### src/rtl/dsp_scheduler.sv
// Frame sequencer for the shared audioport FIR MAC: one sample tick runs TAPS
// accumulations for the left channel, then TAPS for the right, then signals dsp_tick.
module dsp_scheduler #(
  parameter int TAPS  = 4,
  parameter int IDX_W = 4
) (
  input  logic             clk,
  input  logic             rst,
  input  logic             tick_in,
  input  logic             play_in,
  input  logic             clr_in,
  output logic             ch_sel_out,
  output logic [IDX_W-1:0] tap_idx_out,
  output logic             mac_clr_out,
  output logic             mac_en_out,
  output logic             result_we_out,
  output logic             shift_out,
  output logic             dsp_tick_out,
  output logic             busy_out,
  output logic             overrun_out
);

  typedef enum logic [2:0] {IDLE, CLR, MAC, WB, DONE} state_t;

  localparam logic [IDX_W-1:0] LAST_TAP = IDX_W'(TAPS - 1);

  state_t           state_q, state_d;
  logic             ch_q, ch_d;
  logic [IDX_W-1:0] tap_q, tap_d;
  logic             ovr_d;

  logic [IDX_W-1:0] tap_idx_q;
  logic             mac_clr_q, mac_en_q, result_we_q, done_q, busy_q, ovr_q;

  always_comb begin
    state_d = state_q;
    ch_d    = ch_q;
    tap_d   = tap_q;
    // A tick is only dropped while a frame is in flight; DONE can accept it.
    ovr_d   = tick_in && !clr_in && (state_q != IDLE) && (state_q != DONE);

    if (clr_in) begin
      state_d = IDLE;
      ch_d    = 1'b0;
      tap_d   = '0;
    end else begin
      unique case (state_q)
        IDLE: begin
          if (tick_in && play_in) begin
            state_d = CLR;
            ch_d    = 1'b0;
          end
        end
        CLR: begin
          tap_d = '0;
          if (!play_in) begin
            state_d = IDLE;
            ch_d    = 1'b0;
          end else begin
            state_d = MAC;
          end
        end
        MAC: begin
          if (!play_in) begin
            state_d = IDLE;
            ch_d    = 1'b0;
            tap_d   = '0;
          end else if (tap_q == LAST_TAP) begin
            state_d = WB;
            tap_d   = '0;
          end else begin
            tap_d = tap_q + IDX_W'(1);
          end
        end
        WB: begin
          if (!play_in) begin
            state_d = IDLE;
            ch_d    = 1'b0;
          end else if (!ch_q) begin
            state_d = CLR;
            ch_d    = 1'b1;
          end else begin
            state_d = DONE;
          end
        end
        DONE: begin
          ch_d    = 1'b0;
          state_d = (tick_in && play_in) ? CLR : IDLE;
        end
        default: begin
          state_d = IDLE;
          ch_d    = 1'b0;
          tap_d   = '0;
        end
      endcase
    end
  end

  // Outputs are registered from the next-state decode so they line up with state_q.
  always_ff @(posedge clk or posedge rst) begin
    if (rst) begin
      state_q     <= IDLE;
      ch_q        <= 1'b0;
      tap_q       <= '0;
      tap_idx_q   <= '0;
      mac_clr_q   <= 1'b0;
      mac_en_q    <= 1'b0;
      result_we_q <= 1'b0;
      done_q      <= 1'b0;
      busy_q      <= 1'b0;
      ovr_q       <= 1'b0;
    end else begin
      state_q     <= state_d;
      ch_q        <= ch_d;
      tap_q       <= tap_d;
      tap_idx_q   <= (state_d == MAC) ? tap_d : '0;
      mac_clr_q   <= (state_d == CLR);
      mac_en_q    <= (state_d == MAC);
      result_we_q <= (state_d == WB);
      done_q      <= (state_d == DONE);
      busy_q      <= (state_d != IDLE);
      ovr_q       <= ovr_d;
    end
  end

  assign ch_sel_out    = ch_q;
  assign tap_idx_out   = tap_idx_q;
  assign mac_clr_out   = mac_clr_q;
  assign mac_en_out    = mac_en_q;
  assign result_we_out = result_we_q;
  assign shift_out     = done_q;
  assign dsp_tick_out  = done_q;
  assign busy_out      = busy_q;
  assign overrun_out   = ovr_q;

endmodule
### config.mk
export PLATFORM = sky130hd
export DESIGN_NAME = dsp_scheduler
export DESIGN_NICKNAME = d
export VERILOG_FILES = /design/src/rtl/dsp_scheduler.sv
export SDC_FILE = /design/constraint.sdc
export NUM_CORES = 1
export LEC_CHECK = 0
export BUFFER_PORTS_ARGS = -buffer_cell sky130_fd_sc_hd__buf_2
export CAP_MARGIN = 20
export CORE_UTILIZATION = 52
export DETAILED_ROUTE_END_ITERATION = 7
export PLACE_DENSITY = 0.76
export RECOVER_POWER = 25
export SYNTH_ARGS = -nofsm -noshare
export SYNTH_HDL_FRONTEND = slang
export SYNTH_SLANG_ARGS = --single-unit
### constraint.sdc
create_clock -name clk -period 1.96 [get_ports clk]
set_input_delay 0.098 -clock clk [delete_from_list [all_inputs] [get_ports clk]]
set_output_delay 0.098 -clock clk [all_outputs]
set_load 0.02 [all_outputs]
**Word-level counts from Yosys, hierarchy flattened**

Index checks and enable logic that the tools add are counted.

- Register bits after elaboration: 18
- Bits of input ports: 5
- Output and inout bits: 12

- $add $sub $neg: 1
- Equality and inequality tests: 12
- Multiplexer cells: 19
- Reductions and logical operators: 11

Operator list:

| operator | count |
|---|---|
| 3-bit two-way mux | 6 |
| 4-bit two-way mux | 4 |
| 3-bit one-hot mux with 5 select lines | 1 |
| 3-bit by 2-bit == test with 1-bit output, second input constant | 4 |
| 4-bit one-hot mux with 2 select lines | 1 |
| 3-bit by 1-bit == test with 1-bit output, second input constant | 2 |
| 3-bit == test, second input constant | 2 |
| 3-bit != test, second input constant | 2 |
| 3-bit nonzero test | 2 |
| 1-bit two-way mux | 5 |
| 4-bit by 1-bit adder with 4-bit output, second input constant | 1 |
| 4-bit by 2-bit == test with 1-bit output, second input constant | 1 |
| 1-bit logical AND | 4 |
| 3-bit logical NOT | 1 |
| 3-bit by 2-bit != test with 1-bit output, second input constant | 1 |
| 1-bit one-hot mux with 3 select lines | 1 |
| 3-bit OR reduction | 1 |
| 2-bit two-way mux | 1 |
| 2-bit AND reduction | 1 |
| 2-bit OR reduction | 1 |
| 1-bit logical NOT | 1 |

**Longest topological paths before layout**

Gate-level depths: netlist of run 1.

- Word-level depth: 7
- Depth in mapped cells: 5

**Worst setup path after synthesis of run 1**

No wires, ideal clock.

- Path type: register to register
- From: register tap_q[0]
- To: register tap_idx_q[1] (netlist: tap_idx_out[1])
- Arrival time: 1.392 ns
- Required time: 1.856 ns
- Path slack: 0.465 ns
- Stages on the path, launching flop included: 5
- Clock period less this slack: 1.495 ns
- Path through: dfrtp_1 > ha_1 > nand3b_1 > a2111o_1 > a221oi_1

- Longest elaborated chain between the ends: 7

Ends and longest elaborated chain:

| element | line | source |
|---|---|---|
| start, declared | 29 | `logic [IDX_W-1:0] tap_q, tap_d;` |
| start signal, assigned | 115 | `tap_q <= tap_d;` |
| 4-bit by 2-bit == test with 1-bit output | 68 | `end else if (tap_q == LAST_TAP) begin` |
| 3-bit two-way mux | 68 |  |
| 3-bit two-way mux | 64 | `if (!play_in) begin` |
| 3-bit one-hot mux with 5 select lines | 47 | `unique case (state_q)` |
| 3-bit two-way mux | 42 | `if (clr_in) begin` |
| 3-bit by 2-bit == test with 1-bit output | 116 | `tap_idx_q <= (state_d == MAC) ? tap_d : '0;` |
| 4-bit two-way mux (*) | 116 |  |
| end signal, assigned | 116 |  |
| end, declared | 32 | `logic [IDX_W-1:0] tap_idx_q;` |

Every way passes the cells marked *; elsewhere a longest branch is shown, timed or not.
A chain may end at the register's enable or synchronous reset.

**Final worst setup path of run 1**

Ends and elaborated chain as after synthesis.

==> impl_results.html, run 1 <==
<table>
<tr><th>Metric</th><th>Value</th></tr>
<tr><th colspan="2">GRT</th></tr>
<tr><td>Vias in the first global route</td><td>615</td></tr>
<tr><td>Global-route wire length before repair</td><td>approximately 2.7 mm</td></tr>
<tr><td>Overall overflow remaining after global route</td><td>0</td></tr>
<tr><td>Initial antenna violation count</td><td>0</td></tr>
<tr><td>Pin count of the biggest net entering global routing</td><td>19</td></tr>
<tr><td>GRT Util Overall</td><td>between 20% and 30%</td></tr>
<tr><th colspan="2">Place</th></tr>
<tr><td>Worst setup slack before clock tree synthesis</td><td>around 0.34 ns</td></tr>
<tr><td>Routability congestion estimate</td><td>between 0.7 and 0.8</td></tr>
<tr><td>Number of placed instances with taps included</td><td>roughly 110</td></tr>
<tr><td>Total half-perimeter wirelength after legalization and detailed placement</td><td>around 1.2 mm</td></tr>
<tr><td>Total cell area at the placement stage</td><td>around 940 um^2</td></tr>
<tr><td>Port buffer count</td><td>16</td></tr>
<tr><th colspan="2">Worst setup path</th></tr>
<tr><td>Kind of capture point of the worst setup path</td><td>flop</td></tr>
<tr><td>Required time reported for the critical path endpoint</td><td>2.17 ns</td></tr>
<tr><td>Worst Path Arrival</td><td>approximately 1.8 ns</td></tr>
<tr><td>Largest fanout on the critical path</td><td>6</td></tr>
<tr><td>Critical path class</td><td>flop to flop</td></tr>
<tr><td>Kind of start point of the critical path</td><td>flop</td></tr>
<tr><th colspan="2">Clocking</th></tr>
<tr><td>Buffers from clock root to sink, at most</td><td>2</td></tr>
<tr><td>Buffer cell driving the clock tree root</td><td>sky130_fd_sc_hd__clkbuf_4</td></tr>
<tr><td>TritonCTS Buffers</td><td>3</td></tr>
<tr><td>CTS tree</td><td>built</td></tr>
<tr><td>Number of H-tree levels</td><td>1</td></tr>
<tr><td>Clock sink total</td><td>18</td></tr>
<tr><td>Clock transition at the register clock pins on the worst setup and hold paths after CTS</td><td>roughly 0.10 ns</td></tr>
<tr><td>Clock latency at the later pin of the worst-skew pair</td><td>roughly 0.3 ns</td></tr>
<tr><td>Post-CTS setup buffer count</td><td>0</td></tr>
<tr><th colspan="2">STA</th></tr>
<tr><td>Setup repair after global routing missed its margin</td><td>no</td></tr>
<tr><td>Final period util</td><td>a little over four fifths</td></tr>
<tr><td>Final number of setup-violating endpoints</td><td>0</td></tr>
<tr><td>Post-layout worst setup margin</td><td>~0.33 ns</td></tr>
<tr><td>Headroom to the max-slew limit</td><td>about 56%</td></tr>
<tr><td>Max Slew Vio Count</td><td>0</td></tr>
<tr><td>Layout Skew</td><td>approximately 0.0044 ns</td></tr>
<tr><td>Transition time at the pin with the least slew margin</td><td>0.6634 ns</td></tr>
<tr><td>Final Hold Viols</td><td>0</td></tr>
<tr><td>Setup total negative slack</td><td>0 ns</td></tr>
<tr><td>Fmax</td><td>a little over 600 MHz</td></tr>
<tr><td>Post-layout minimum cycle time</td><td>about 1.6 ns</td></tr>
<tr><th colspan="2">Cells and area</th></tr>
<tr><td>Net count reported at finish</td><td>between 100 and 150</td></tr>
<tr><td>Share of the core filled with cells</td><td>between 60 and 70%</td></tr>
<tr><td>Fraction of layout instances using a drive strength above 1</td><td>approximately 12%</td></tr>
<tr><td>Number of non-filler instances in the completed layout</td><td>approximately 110</td></tr>
<tr><td>Area Growth Syn to Fin</td><td>10.84%</td></tr>
<tr><td>Finished Cell Area</td><td>approximately 970 um^2</td></tr>
<tr><td>Antenna fix cells</td><td>0</td></tr>
<tr><th colspan="2">Detailed routing</th></tr>
<tr><td>Number of vias after detailed routing</td><td>between 600 and 700</td></tr>
<tr><td>First-pass detailed-route iteration total</td><td>4</td></tr>
<tr><td>Aggregate routed wire length</td><td>approximately 1.6 mm</td></tr>
<tr><td>Count of routing violations after the opening detailed-route iteration</td><td>7</td></tr>
<tr><td>Remaining antenna violation count after routing</td><td>0</td></tr>
<tr><td>Residual DRC count</td><td>0</td></tr>
<tr><td>Average detailed-routed wire length per instance</td><td>14.32 um</td></tr>
<tr><td>Via density per instance</td><td>roughly 6</td></tr>
<tr><th colspan="2">Floorplanning</th></tr>
<tr><td>Die Area</td><td>about 0.0019 mm^2</td></tr>
<tr><td>DIE WIDTH</td><td>~43 um</td></tr>
<tr><td>Die height</td><td>between 40 and 50 um</td></tr>
<tr><td>Top-Level Pins</td><td>17</td></tr>
<tr><td>Placeable core region</td><td>approximately 0.0015 mm^2</td></tr>
<tr><td>Number of cell rows</td><td>14</td></tr>
<tr><td>Initial core utilization</td><td>a little under three fifths</td></tr>
<tr><th colspan="2">Power</th></tr>
<tr><td>Pwr/cell area</td><td>between 600 and 700 mW/mm^2</td></tr>
<tr><td>Switching Fraction</td><td>a little under a quarter</td></tr>
<tr><td>Largest vdd supply drop</td><td>roughly 500 uV</td></tr>
<tr><td>Switching power</td><td>approximately 160 uW</td></tr>
<tr><td>Internal power of the cells</td><td>between 500 and 600 uW</td></tr>
<tr><td>Part of the total power dissipated in combinational logic</td><td>7.5%</td></tr>
<tr><td>Leakage dissipation</td><td>between 0.0004 and 0.0005 uW</td></tr>
<tr><td>Reg power frac</td><td>around 57%</td></tr>
<tr><td>Part of the power in the clock network</td><td>35.0%</td></tr>
<tr><th colspan="2">Min path</th></tr>
<tr><td>Worst hold path class</td><td>primary input to flop</td></tr>
<tr><th colspan="2">Yosys</th></tr>
<tr><td>Total number of yosys warnings</td><td>0</td></tr>
<tr><td>Count of cell types in the netlist</td><td>37</td></tr>
<tr><td>Fraction of synthesis flops using an asynchronous set or reset pin</td><td>100.0%</td></tr>
<tr><td>Post-synthesis cell type with the largest combined area</td><td>sky130_fd_sc_hd__dfrtp_1</td></tr>
<tr><td>Flip-flop cell with the highest count after synthesis</td><td>sky130_fd_sc_hd__dfrtp_1</td></tr>
<tr><td>Area share of the leading cell type in the synthesized netlist</td><td>between 50% and 60%</td></tr>
<tr><td>Count of state elements after synthesis</td><td>18</td></tr>
<tr><td>Number of enable-type register cells in the synthesized netlist</td><td>0</td></tr>
<tr><td>Net count after synthesis</td><td>89</td></tr>
<tr><td>Post-Syn Instances</td><td>83</td></tr>
<tr><td>Top post-synthesis cells by area</td><td>sky130_fd_sc_hd__dfrtp_1, sky130_fd_sc_hd__a21oi_1, sky130_fd_sc_hd__nor3b_1, sky130_fd_sc_hd__nand3b_1, sky130_fd_sc_hd__nand2_1</td></tr>
<tr><td>Area of the mapped netlist</td><td>approximately 880 um^2</td></tr>
<tr><td>Synthesized area divided by synthesized cell count</td><td>10.57 um^2</td></tr>
<tr><td>Sequential cell area fraction in the yosys report</td><td>just over 50%</td></tr>
<tr><th colspan="2">Run</th></tr>
<tr><td>Total of max-cap violations</td><td>0</td></tr>
<tr><th colspan="2">Outcome</th></tr>
<tr><td>Outcome</td><td>complete, no violations</td></tr>
</table>
## per-layer routing
metal | GRT usage (%) | wire, um | vias to the layer above
met5 | 0 | 0 | -
met4 | 10.30 | 33 | 0
met3 | 5.106 | 46 | 3
met2 | 32.42 | 776 | 9
met1 | 25.56 | 777 | 328
li1 | - | - | 332
## cell type report
| class | instances | area, um^2 |
|---|---|---|
| fill | 139 | 569.3 |
| sequential | 18 | 450.4 |
| multi-input combinational | 55 | 370.4 |
| timing repair buffer | 18 | 83.83 |
| clock buffer | 4 | 36.28 |
| tap | 16 | 20.02 |
| inverter | 3 | 11.26 |
## worst paths after layout
path                       startpoint              to  slack [ns]  depth (start not counted)
max in group asynchronous         rst        tap_q[2]        1.11                          3
setup / recovery             tap_q[0]  tap_idx_out[1]        0.33                          4
hold / removal                 clr_in     overrun_out        0.05                          2
min in group asynchronous         rst        tap_q[0]        0.42                          3
hold reg to reg              tap_q[3]        tap_q[3]        0.59                          1
setup reg to reg             tap_q[0]  tap_idx_out[1]        0.33                          4
## cell families after synthesis
family / share of synthesized area (%)
adders and majority gates: 1.426
DFF: 51.35
muxes: 1.141
buffers and inverters: 6.417
AOI/OAI and AO/OA: 14.98
xor gates and xnor gates: 1.998
and+or+nand+nor: 22.68
## per-stage QoR
step	total power [uW]	hold slack, ns
6_report	662.3	0.04965
5_1_grt	687.2	0.05453
4_1_cts	670.4	0.04378
3_5_place_dp	437.2	0.2241
3_3_place_gp	436.4	0.2170
2_1_floorplan	423.7	0.03657
## critical path: stages (launching register included)
cell and delay (ns):
sky130_fd_sc_hd__dfrtp_1 0.46, sky130_fd_sc_hd__ha_1 0.31, sky130_fd_sc_hd__nand3b_1 0.08, sky130_fd_sc_hd__a2111o_1 0.44, sky130_fd_sc_hd__a221oi_1 0.25
## cell usage in the layout (no fill, tap or decap), drive strengths merged
master,count
nor3b,4
nand4b,2
a211oi,2
a221oi,2
clkinv,1
a41oi,1
xor2,2
nor4b,1
clkbuf,15
nand4,1
or3b,1
o21ai,2
nand2,5
and4bb,1
nor2,5
dfrtp,18
nor2b,1
dlygate4sd3,1
a2111o,1
mux2i,1
buf,6
o311ai,1
nand3,2
a21oi,8
nand2b,2
inv,2
or2,1
a21o,1
nand3b,3
ha,1
nor3,2
o221ai,1
nor4bb,1
## cell usage after synthesis (2+ instances only)
cell,count
sky130_fd_sc_hd__nand2b_1,2
sky130_fd_sc_hd__xor2_1,2
sky130_fd_sc_hd__a21oi_1,7
sky130_fd_sc_hd__dfrtp_1,18
sky130_fd_sc_hd__nor3b_1,4
sky130_fd_sc_hd__nand2_1,5
sky130_fd_sc_hd__nor2_1,5
sky130_fd_sc_hd__a211oi_1,2
sky130_fd_sc_hd__nand4b_1,2
sky130_fd_sc_hd__a221oi_1,2
sky130_fd_sc_hd__nand3_1,2
sky130_fd_sc_hd__nand3b_1,3
sky130_fd_sc_hd__buf_2,3
sky130_fd_sc_hd__nor3_1,2
sky130_fd_sc_hd__buf_4,2
## repair_timing
item                                   4_1_cts  5_1_grt
gates resized for setup                      0        0
endpoints found under the hold margin       18        0
hold buffers                                 1        0
## power groups by stage
stage	Combinational, uW	Clock (uW)	Sequential, uW
2_1_floorplan	34.7	0	389
3_3_place_gp	48.9	0	388
3_5_place_dp	49.6	0	388
4_1_cts	51.2	239	380
5_1_grt	56.3	249	382
6_report	49.7	232	381
(Power assumes the default switching activity.)
==> run 2, diff against run 1 <==
Clock period 1.96 ns to 1.6 ns, I/O delays scaled along.
==> run 2 against run 1 <==
Net effect: flip-flop and latch count is the same; utilization is 3.2 points higher; critical endpoint unchanged; via count up 8.5%; clock skew increased by 0.0039 ns; routed wire length is 12% higher; maximum frequency grew 7.3%.
==> impl_results.html, run 2 (same netlist as run 1, synthesis figures left out) <==
<table>
<tr><th>Metric</th><th>Value</th></tr>
<tr><th colspan="2">Worst setup path</th></tr>
<tr><td>Worst R2R Start</td><td>tap_q[0]</td></tr>
<tr><td>Kind of start point of the critical path</td><td>flop</td></tr>
<tr><td>Worst Path Arrival</td><td>1.72 ns (-0.12 ns)</td></tr>
<tr><td>Largest fanout on the critical path</td><td>2 (-4)</td></tr>
<tr><td>Crit-path cells</td><td>ha_1 &gt; nand3b_1 &gt; a2111o_1 &gt; a221oi_2</td></tr>
<tr><td>Capture point of the critical path</td><td>tap_idx_out[1]</td></tr>
<tr><td>Worst r2r dst</td><td>tap_idx_out[1]</td></tr>
<tr><td>Critical path class</td><td>flop to flop</td></tr>
<tr><td>Worst Setup SP</td><td>tap_q[0]</td></tr>
<tr><td>Required time reported for the critical path endpoint</td><td>1.79 ns (-0.38 ns)</td></tr>
<tr><td>Slowest CP cell</td><td>sky130_fd_sc_hd__a2111o_1</td></tr>
<tr><td>Delay of the slowest critical-path stage</td><td>0.45 ns (about the same)</td></tr>
<tr><td>R2r setup slk</td><td>0.08 ns (-0.25 ns)</td></tr>
<tr><td>Kind of capture point of the worst setup path</td><td>flop</td></tr>
<tr><td>Number of cells on the worst reg-to-reg path</td><td>4 (unchanged)</td></tr>
<tr><th colspan="2">Floorplanning</th></tr>
<tr><td>Die Area</td><td>0.001855 mm^2 (unchanged)</td></tr>
<tr><td>DIE WIDTH</td><td>43.07 um (unchanged)</td></tr>
<tr><td>Initial core utilization</td><td>56.90% (unchanged)</td></tr>
<tr><td>Die height</td><td>43.07 um (unchanged)</td></tr>
<tr><td>Top-Level Pins</td><td>17 (unchanged)</td></tr>
<tr><td>Placeable core region</td><td>0.001541 mm^2 (unchanged)</td></tr>
<tr><td>Number of cell rows</td><td>14 (unchanged)</td></tr>
<tr><th colspan="2">Min path</th></tr>
<tr><td>Worst hold path class</td><td>primary input to flop</td></tr>
<tr><th colspan="2">STA</th></tr>
<tr><td>Max Slew Vio Count</td><td>0 (unchanged)</td></tr>
<tr><td>Headroom to the max-slew limit</td><td>55.30% (-0.43 points)</td></tr>
<tr><td>Transition time at the pin with the least slew margin</td><td>0.6698 ns (+0.006381 ns)</td></tr>
<tr><td>Layout Skew</td><td>0.008368 ns (+0.003925 ns)</td></tr>
<tr><td>Post-layout minimum cycle time</td><td>1.523 ns (-0.1115 ns)</td></tr>
<tr><td>Final Hold Viols</td><td>0 (unchanged)</td></tr>
<tr><td>Setup repair after global routing missed its margin</td><td>no</td></tr>
<tr><td>Setup total negative slack</td><td>0 ns (unchanged)</td></tr>
<tr><td>Final period util</td><td>95.17% (+12 points)</td></tr>
<tr><td>Fmax</td><td>656.7 MHz (+7.3%)</td></tr>
<tr><td>Final number of setup-violating endpoints</td><td>0 (unchanged)</td></tr>
<tr><td>Worst hold slack across all endpoints</td><td>0.07195 ns (+0.02230 ns)</td></tr>
<tr><th colspan="2">Cells and area</th></tr>
<tr><td>Antenna fix cells</td><td>0 (unchanged)</td></tr>
<tr><td>Net count reported at finish</td><td>112 (+6.7%)</td></tr>
<tr><td>Commonest non-fill, non-tap cells in the layout</td><td>sky130_fd_sc_hd__dfrtp_1, sky130_fd_sc_hd__clkbuf_1, sky130_fd_sc_hd__buf_4</td></tr>
<tr><td>Share of the core filled with cells</td><td>66.31% (+3.2 points)</td></tr>
<tr><td>Finished Cell Area</td><td>0.001022 mm^2 (+5.1%)</td></tr>
<tr><td>Number of non-filler instances in the completed layout</td><td>120 (+5.3%)</td></tr>
<tr><td>Most common cell after layout, fill and taps aside</td><td>sky130_fd_sc_hd__dfrtp_1</td></tr>
<tr><td>Fraction of layout instances using a drive strength above 1</td><td>19.23% (+7.0 points)</td></tr>
<tr><td>Area Growth Syn to Fin</td><td>16.55%</td></tr>
<tr><td>Filler Cells Inserted</td><td>118 (-15%)</td></tr>
<tr><th colspan="2">Power</th></tr>
<tr><td>Internal power of the cells</td><td>571.7 uW (+13%)</td></tr>
<tr><td>Reg power frac</td><td>61.8% (+4.3 points)</td></tr>
<tr><td>Pwr/cell area</td><td>733.9 mW/mm^2 (+7.7%)</td></tr>
<tr><td>Switching power</td><td>178.5 uW (+15%)</td></tr>
<tr><td>Part of the total power dissipated in combinational logic</td><td>9.2% (+1.7 points)</td></tr>
<tr><td>Switching Fraction</td><td>23.80% (+0.27 points)</td></tr>
<tr><td>Leakage dissipation</td><td>0.0004607 uW (+8.4%)</td></tr>
<tr><td>Largest vdd supply drop</td><td>406.3 uV (-19%)</td></tr>
<tr><td>Part of the power in the clock network</td><td>29.0% (-6.0 points)</td></tr>
<tr><th colspan="2">GRT</th></tr>
<tr><td>Vias in the first global route</td><td>634 (+3.1%)</td></tr>
<tr><td>GRT Util Overall</td><td>21.98% (+1.6 points)</td></tr>
<tr><td>Pin count of the biggest net entering global routing</td><td>19 (unchanged)</td></tr>
<tr><td>Initial antenna violation count</td><td>0 (unchanged)</td></tr>
<tr><td>Global-route wire length before repair</td><td>2.877 mm (+6.4%)</td></tr>
<tr><td>Overall overflow remaining after global route</td><td>0 (unchanged)</td></tr>
<tr><th colspan="2">Place</th></tr>
<tr><td>Total cell area at the placement stage</td><td>992.2 um^2 (+5.6%)</td></tr>
<tr><td>Port buffer count</td><td>16 (unchanged)</td></tr>
<tr><td>Total half-perimeter wirelength after legalization and detailed placement</td><td>1.337 mm (+14%)</td></tr>
<tr><td>Number of placed instances with taps included</td><td>116 (+6.4%)</td></tr>
<tr><td>Routability congestion estimate</td><td>0.8095 (+6.8%)</td></tr>
<tr><th colspan="2">Clocking</th></tr>
<tr><td>TritonCTS Buffers</td><td>3 (unchanged)</td></tr>
<tr><td>Buffer cell driving the clock tree root</td><td>sky130_fd_sc_hd__clkbuf_4</td></tr>
<tr><td>Clock latency at the later pin of the worst-skew pair</td><td>0.29 ns (about the same)</td></tr>
<tr><td>Clock sink total</td><td>18 (unchanged)</td></tr>
<tr><td>Clock transition at the register clock pins on the worst setup and hold paths after CTS</td><td>0.10 ns (about the same)</td></tr>
<tr><td>Post-CTS setup buffer count</td><td>0 (unchanged)</td></tr>
<tr><td>Number of H-tree levels</td><td>1 (unchanged)</td></tr>
<tr><td>CTS tree</td><td>built</td></tr>
<tr><td>Buffers from clock root to sink, at most</td><td>2 (unchanged)</td></tr>
<tr><th colspan="2">Detailed routing</th></tr>
<tr><td>First-pass detailed-route iteration total</td><td>4 (unchanged)</td></tr>
<tr><td>Remaining antenna violation count after routing</td><td>0 (unchanged)</td></tr>
<tr><td>Number of vias after detailed routing</td><td>729 (+8.5%)</td></tr>
<tr><td>Average detailed-routed wire length per instance</td><td>15.31 um (+6.9%)</td></tr>
<tr><td>Count of routing violations after the opening detailed-route iteration</td><td>28 (+21)</td></tr>
<tr><td>Residual DRC count</td><td>0 (unchanged)</td></tr>
<tr><td>Aggregate routed wire length</td><td>1.837 mm (+12%)</td></tr>
<tr><td>Via density per instance</td><td>6.075 (+3.1%)</td></tr>
<tr><th colspan="2">Outcome</th></tr>
<tr><td>Outcome</td><td>complete, no violations</td></tr>
<tr><th colspan="2">Run</th></tr>
<tr><td>Total of max-cap violations</td><td>0 (unchanged)</td></tr>
</table>
## run 2: cell types whose count changed in the layout (fill, tap and decap cells not counted), sizes merged
cell    before  now
buf          6   13
clkbuf      15   14
## run 2: power by group through the flow
stage                     logic, uW  registers (uW)  clock network [uW]
after detailed placement       68.0             472                   0
final                          69.2             464                 217
after CTS                      69.9             463                 221
after global placement         66.2             472                   0
after floorplan                42.5             477                   0
after global routing           76.3             465                 243
## run 2: metrics by stage
stage | power (uW) | worst slack [ns]
after floorplan | 519.1 | 0.1046
after global placement | 538.1 | 0.1282
after detailed placement | 540.4 | 0.05208
after CTS | 754.2 | 0.02548
after global routing | 783.3 | 0.005786
final | 750.2 | 0.07723
## run 2: layout make-up
class	count	area, um^2	share of cell area, %
Sequential cell	18	450.4	44.06
Timing Repair Buffer	25	136.4	13.34
Inverter	3	11.26	1.102
Tap cell	16	20.02	1.958
Multi-Input combinational cell	55	381.6	37.33
Clock buffer	3	22.52	2.203
## run 2: worst max-delay path, delay by kind of cell (launching register included)
family | cells | cell delay, ns
adders and majority gates | 1 | 0.28
and+or+nand+nor | 1 | 0.07
AOI/OAI and AO/OA | 2 | 0.69
DFF | 1 | 0.39
## run 2: metal layers
layer | vias to the layer above | global-route usage (%) | share of wire (%)
met4 | 0 | 13.94 | 3.2
met3 | 9 | 6.383 | 5.0
met2 | 26 | 32.73 | 48
met5 | - | 0 | 0
li1 | 344 | - | -
met1 | 350 | 27.86 | 43
## run 2: how the worst min path moves through the flow
| stage | cells past startpoint | end | startpoint | slack [ns] |
|---|---|---|---|---|
| finish | 2 | overrun_out | tick_in | 0.07 |
| CTS | 2 | dsp_tick_out | clr_in | 0.06 |
| floorplan | 1 | busy_out | rst | 0.02 |
| global route | 2 | dsp_tick_out | clr_in | 0.06 |
| detailed placement | 2 | tap_idx_out[3] | rst | 0.21 |
| global placement | 2 | tap_idx_out[3] | rst | 0.20 |
## run 2: repair_timing
action	4_1_cts	5_1_grt
endpoints found under the setup margin	0	1
gates resized for setup	0	2
hold endpoints to repair	18	0
hold buffers	1	0
==> run 3, diff against run 2 <==
Settings changed: BUFFER_PORTS_ARGS -buffer_cell sky130_fd_sc_hd__buf_2 to -buffer_cell sky130_fd_sc_hd__clkbuf_2, CAP_MARGIN 20 to not set.
==> run 3 against run 2 <==
Net effect: power down 0.53%; first-iteration DRC count is 32% lower; routed wire length down 5.4%; largest power group unchanged; highest routed layer unchanged.
==> impl_results.html, run 3 (same netlist as run 1, synthesis figures left out) <==
<table>
<tr><th>Metric</th><th>Value</th></tr>
<tr><th colspan="2">Outcome</th></tr>
<tr><td>Outcome</td><td>complete, no violations</td></tr>
<tr><th colspan="2">Detailed routing</th></tr>
<tr><td>Remaining antenna violation count after routing</td><td>0 (unchanged)</td></tr>
<tr><td>Count of routing violations after the opening detailed-route iteration</td><td>19 (-32%)</td></tr>
<tr><td>Residual DRC count</td><td>0 (unchanged)</td></tr>
<tr><td>Aggregate routed wire length</td><td>1.738 mm (-5.4%)</td></tr>
<tr><td>First-pass detailed-route iteration total</td><td>4 (unchanged)</td></tr>
<tr><td>Number of vias after detailed routing</td><td>718 (-1.5%)</td></tr>
<tr><td>Average detailed-routed wire length per instance</td><td>14.48 um (-5.4%)</td></tr>
<tr><td>Via density per instance</td><td>5.983 (-1.5%)</td></tr>
<tr><th colspan="2">Worst setup path</th></tr>
<tr><td>Number of cells on the worst reg-to-reg path</td><td>4 (unchanged)</td></tr>
<tr><td>Category of cells accounting for the largest share of critical-path delay</td><td>compound AO/OA/AOI/OAI gates</td></tr>
<tr><td>Worst Setup SP</td><td>tap_q[0]</td></tr>
<tr><td>Worst R2R Start</td><td>tap_q[0]</td></tr>
<tr><td>Buffers &amp; Inverters on Critical Path</td><td>0 (unchanged)</td></tr>
<tr><td>Number of gates on the worst path with buffers counted</td><td>4 (unchanged)</td></tr>
<tr><td>Delay of the slowest critical-path stage</td><td>0.44 ns (about the same)</td></tr>
<tr><td>Kind of start point of the critical path</td><td>flop</td></tr>
<tr><td>Required time reported for the critical path endpoint</td><td>1.79 ns (about the same)</td></tr>
<tr><td>Capture point of the critical path</td><td>tap_idx_out[1]</td></tr>
<tr><td>Largest fanout on the critical path</td><td>2 (unchanged)</td></tr>
<tr><td>Crit-path cells</td><td>ha_1 &gt; nand3b_1 &gt; a2111o_1 &gt; a221oi_2</td></tr>
<tr><td>R2r setup slk</td><td>0.08 ns (about the same)</td></tr>
<tr><td>Critical path class</td><td>flop to flop</td></tr>
<tr><td>Worst Path Arrival</td><td>1.71 ns (about the same)</td></tr>
<tr><td>Worst r2r dst</td><td>tap_idx_out[1]</td></tr>
<tr><td>Kind of capture point of the worst setup path</td><td>flop</td></tr>
<tr><td>Slowest CP cell</td><td>sky130_fd_sc_hd__a2111o_1</td></tr>
<tr><th colspan="2">Floorplanning</th></tr>
<tr><td>Number of cell rows</td><td>14 (unchanged)</td></tr>
<tr><td>Die height</td><td>43.07 um (unchanged)</td></tr>
<tr><td>Top-Level Pins</td><td>17 (unchanged)</td></tr>
<tr><td>Placeable core region</td><td>0.001541 mm^2 (unchanged)</td></tr>
<tr><td>DIE WIDTH</td><td>43.07 um (unchanged)</td></tr>
<tr><td>Initial core utilization</td><td>56.90% (unchanged)</td></tr>
<tr><td>Die Area</td><td>0.001855 mm^2 (unchanged)</td></tr>
<tr><th colspan="2">Clocking</th></tr>
<tr><td>Clock sink total</td><td>18 (unchanged)</td></tr>
<tr><td>Buffers from clock root to sink, at most</td><td>2 (unchanged)</td></tr>
<tr><td>Clock latency at the later pin of the worst-skew pair</td><td>0.29 ns (about the same)</td></tr>
<tr><td>TritonCTS Buffers</td><td>3 (unchanged)</td></tr>
<tr><td>CTS tree</td><td>built</td></tr>
<tr><td>Number of H-tree levels</td><td>1 (unchanged)</td></tr>
<tr><td>Buffer cell driving the clock tree root</td><td>sky130_fd_sc_hd__clkbuf_4</td></tr>
<tr><td>Clock transition at the register clock pins on the worst setup and hold paths after CTS</td><td>0.09 ns (about the same)</td></tr>
<tr><th colspan="2">Power</th></tr>
<tr><td>Leakage dissipation</td><td>0.0004607 uW (about the same)</td></tr>
<tr><td>Internal power of the cells</td><td>571.6 uW (about the same)</td></tr>
<tr><td>Final Power</td><td>746.2 uW (-0.53%)</td></tr>
<tr><td>Part of the total power dissipated in combinational logic</td><td>9.2% (about the same)</td></tr>
<tr><td>Part of the power in the clock network</td><td>28.8% (-0.2 points)</td></tr>
<tr><td>Switching power</td><td>174.6 uW (-2.2%)</td></tr>
<tr><td>Largest vdd supply drop</td><td>476.6 uV (+17%)</td></tr>
<tr><td>Switching Fraction</td><td>23.40% (-0.40 points)</td></tr>
<tr><td>Pwr/cell area</td><td>730.0 mW/mm^2 (-0.53%)</td></tr>
<tr><td>Reg power frac</td><td>62.1% (+0.3 points)</td></tr>
<tr><th colspan="2">STA</th></tr>
<tr><td>Headroom to the max-slew limit</td><td>56.65% (+1.4 points)</td></tr>
<tr><td>Setup total negative slack</td><td>0 ns (unchanged)</td></tr>
<tr><td>Transition time at the pin with the least slew margin</td><td>0.6495 ns (-0.02029 ns)</td></tr>
<tr><td>Fmax</td><td>658.8 MHz (+0.32%)</td></tr>
<tr><td>Layout Skew</td><td>0.004585 ns (-0.003783 ns)</td></tr>
<tr><td>Final number of setup-violating endpoints</td><td>0 (unchanged)</td></tr>
<tr><td>Max Slew Vio Count</td><td>0 (unchanged)</td></tr>
<tr><td>Final Hold Viols</td><td>0 (unchanged)</td></tr>
<tr><td>Final period util</td><td>94.87% (-0.30 points)</td></tr>
<tr><td>Setup repair after global routing missed its margin</td><td>yes</td></tr>
<tr><td>Post-layout minimum cycle time</td><td>1.518 ns (-0.004879 ns)</td></tr>
<tr><th colspan="2">Place</th></tr>
<tr><td>Total half-perimeter wirelength after legalization and detailed placement</td><td>1.287 mm (-3.8%)</td></tr>
<tr><td>Port buffer count</td><td>16 (unchanged)</td></tr>
<tr><td>Total cell area at the placement stage</td><td>992.2 um^2 (unchanged)</td></tr>
<tr><td>Routability congestion estimate</td><td>0.8030 (-0.80%)</td></tr>
<tr><th colspan="2">GRT</th></tr>
<tr><td>Pin count of the biggest net entering global routing</td><td>19 (unchanged)</td></tr>
<tr><td>Global-route wire length before repair</td><td>2.939 mm (+2.2%)</td></tr>
<tr><td>GRT Util Overall</td><td>21.81% (-0.18 points)</td></tr>
<tr><td>Overall overflow remaining after global route</td><td>0 (unchanged)</td></tr>
<tr><td>Vias in the first global route</td><td>649 (+2.4%)</td></tr>
<tr><td>Initial antenna violation count</td><td>0 (unchanged)</td></tr>
<tr><th colspan="2">Cells and area</th></tr>
<tr><td>Filler Cells Inserted</td><td>123 (+4.2%)</td></tr>
<tr><td>Commonest non-fill, non-tap cells in the layout</td><td>sky130_fd_sc_hd__dfrtp_1, sky130_fd_sc_hd__clkbuf_1, sky130_fd_sc_hd__buf_4</td></tr>
<tr><td>Net count reported at finish</td><td>112 (unchanged)</td></tr>
<tr><td>Finished Cell Area</td><td>0.001022 mm^2 (unchanged)</td></tr>
<tr><td>Fraction of layout instances using a drive strength above 1</td><td>19.23% (unchanged)</td></tr>
<tr><td>Most common cell after layout, fill and taps aside</td><td>sky130_fd_sc_hd__dfrtp_1</td></tr>
<tr><td>Area Growth Syn to Fin</td><td>16.55% (unchanged)</td></tr>
<tr><td>Antenna fix cells</td><td>0 (unchanged)</td></tr>
<tr><th colspan="2">Min path</th></tr>
<tr><td>Hold Path Origin</td><td>tick_in</td></tr>
<tr><td>Worst hold path class</td><td>primary input to flop</td></tr>
<tr><th colspan="2">Run</th></tr>
<tr><td>Total of max-cap violations</td><td>0 (unchanged)</td></tr>
</table>
## run 3: worst min path at each step
stage,endpoint,slack (ns),depth (start not counted)
floorplan,busy_out,0.02,1
global placement,dsp_tick_out,0.18,2
detailed placement,dsp_tick_out,0.19,2
CTS,overrun_out,0.06,2
global route,overrun_out,0.06,2
finish,overrun_out,0.07,2
## run 3: power groups by stage
stage / logic [uW] / clock network (uW) / registers [uW]
3_3_place_gp: 65.9 / 0 / 472
2_1_floorplan: 42.5 / 0 / 477
3_5_place_dp: 67.4 / 0 / 472
4_1_cts: 69.4 / 217 / 463
6_report: 68.5 / 215 / 463
5_1_grt: 75.7 / 242 / 464
## run 3: worst reg2reg max path: stages, from the launching register on
cell and delay [ns]:
sky130_fd_sc_hd__dfrtp_1 0.39, sky130_fd_sc_hd__ha_1 0.28, sky130_fd_sc_hd__nand3b_1 0.08, sky130_fd_sc_hd__a2111o_1 0.44, sky130_fd_sc_hd__a221oi_2 0.23
## run 3: layer usage
metal / routed length, um / vias to the layer above / global-route usage [%]
li1: - / 345 / -
met3: 50 / 5 / 6.383
met1: 807 / 357 / 30.36
met5: 0 / - / 0
met4: 32 / 0 / 9.091
met2: 848 / 11 / 31.82
## run 3: timing repair
| action | CTS | global route |
|---|---|---|
| hold buffers | 1 | 0 |
| resized for setup | 0 | 2 |
| setup buffers | 0 | 0 |
| hold endpoints to repair | 18 | 0 |
| setup endpoints to repair | 0 | 1 |
## run 3: layout make-up
cell class | count | area (um^2) | area share (%)
sequential | 18 | 450.4 | 44.06
tap | 16 | 20.02 | 1.958
clock buffer | 3 | 22.52 | 2.203
timing repair buffer | 25 | 136.4 | 13.34
inverter | 3 | 11.26 | 1.102
multi-input combinational | 55 | 381.6 | 37.33
## run 3: through the flow
stage	instances	utilization, %	worst slack [ns]	hold slack (ns)
after global routing	120	66.31	-0.003530	0.05502
final	120	66.31	0.08211	0.06772
after floorplan	83	-	0.1046	0.01857
after CTS	120	66.48	0.02130	0.06196
after global placement	116	64.37	0.1252	0.1788
after detailed placement	116	64.37	0.04564	0.1934
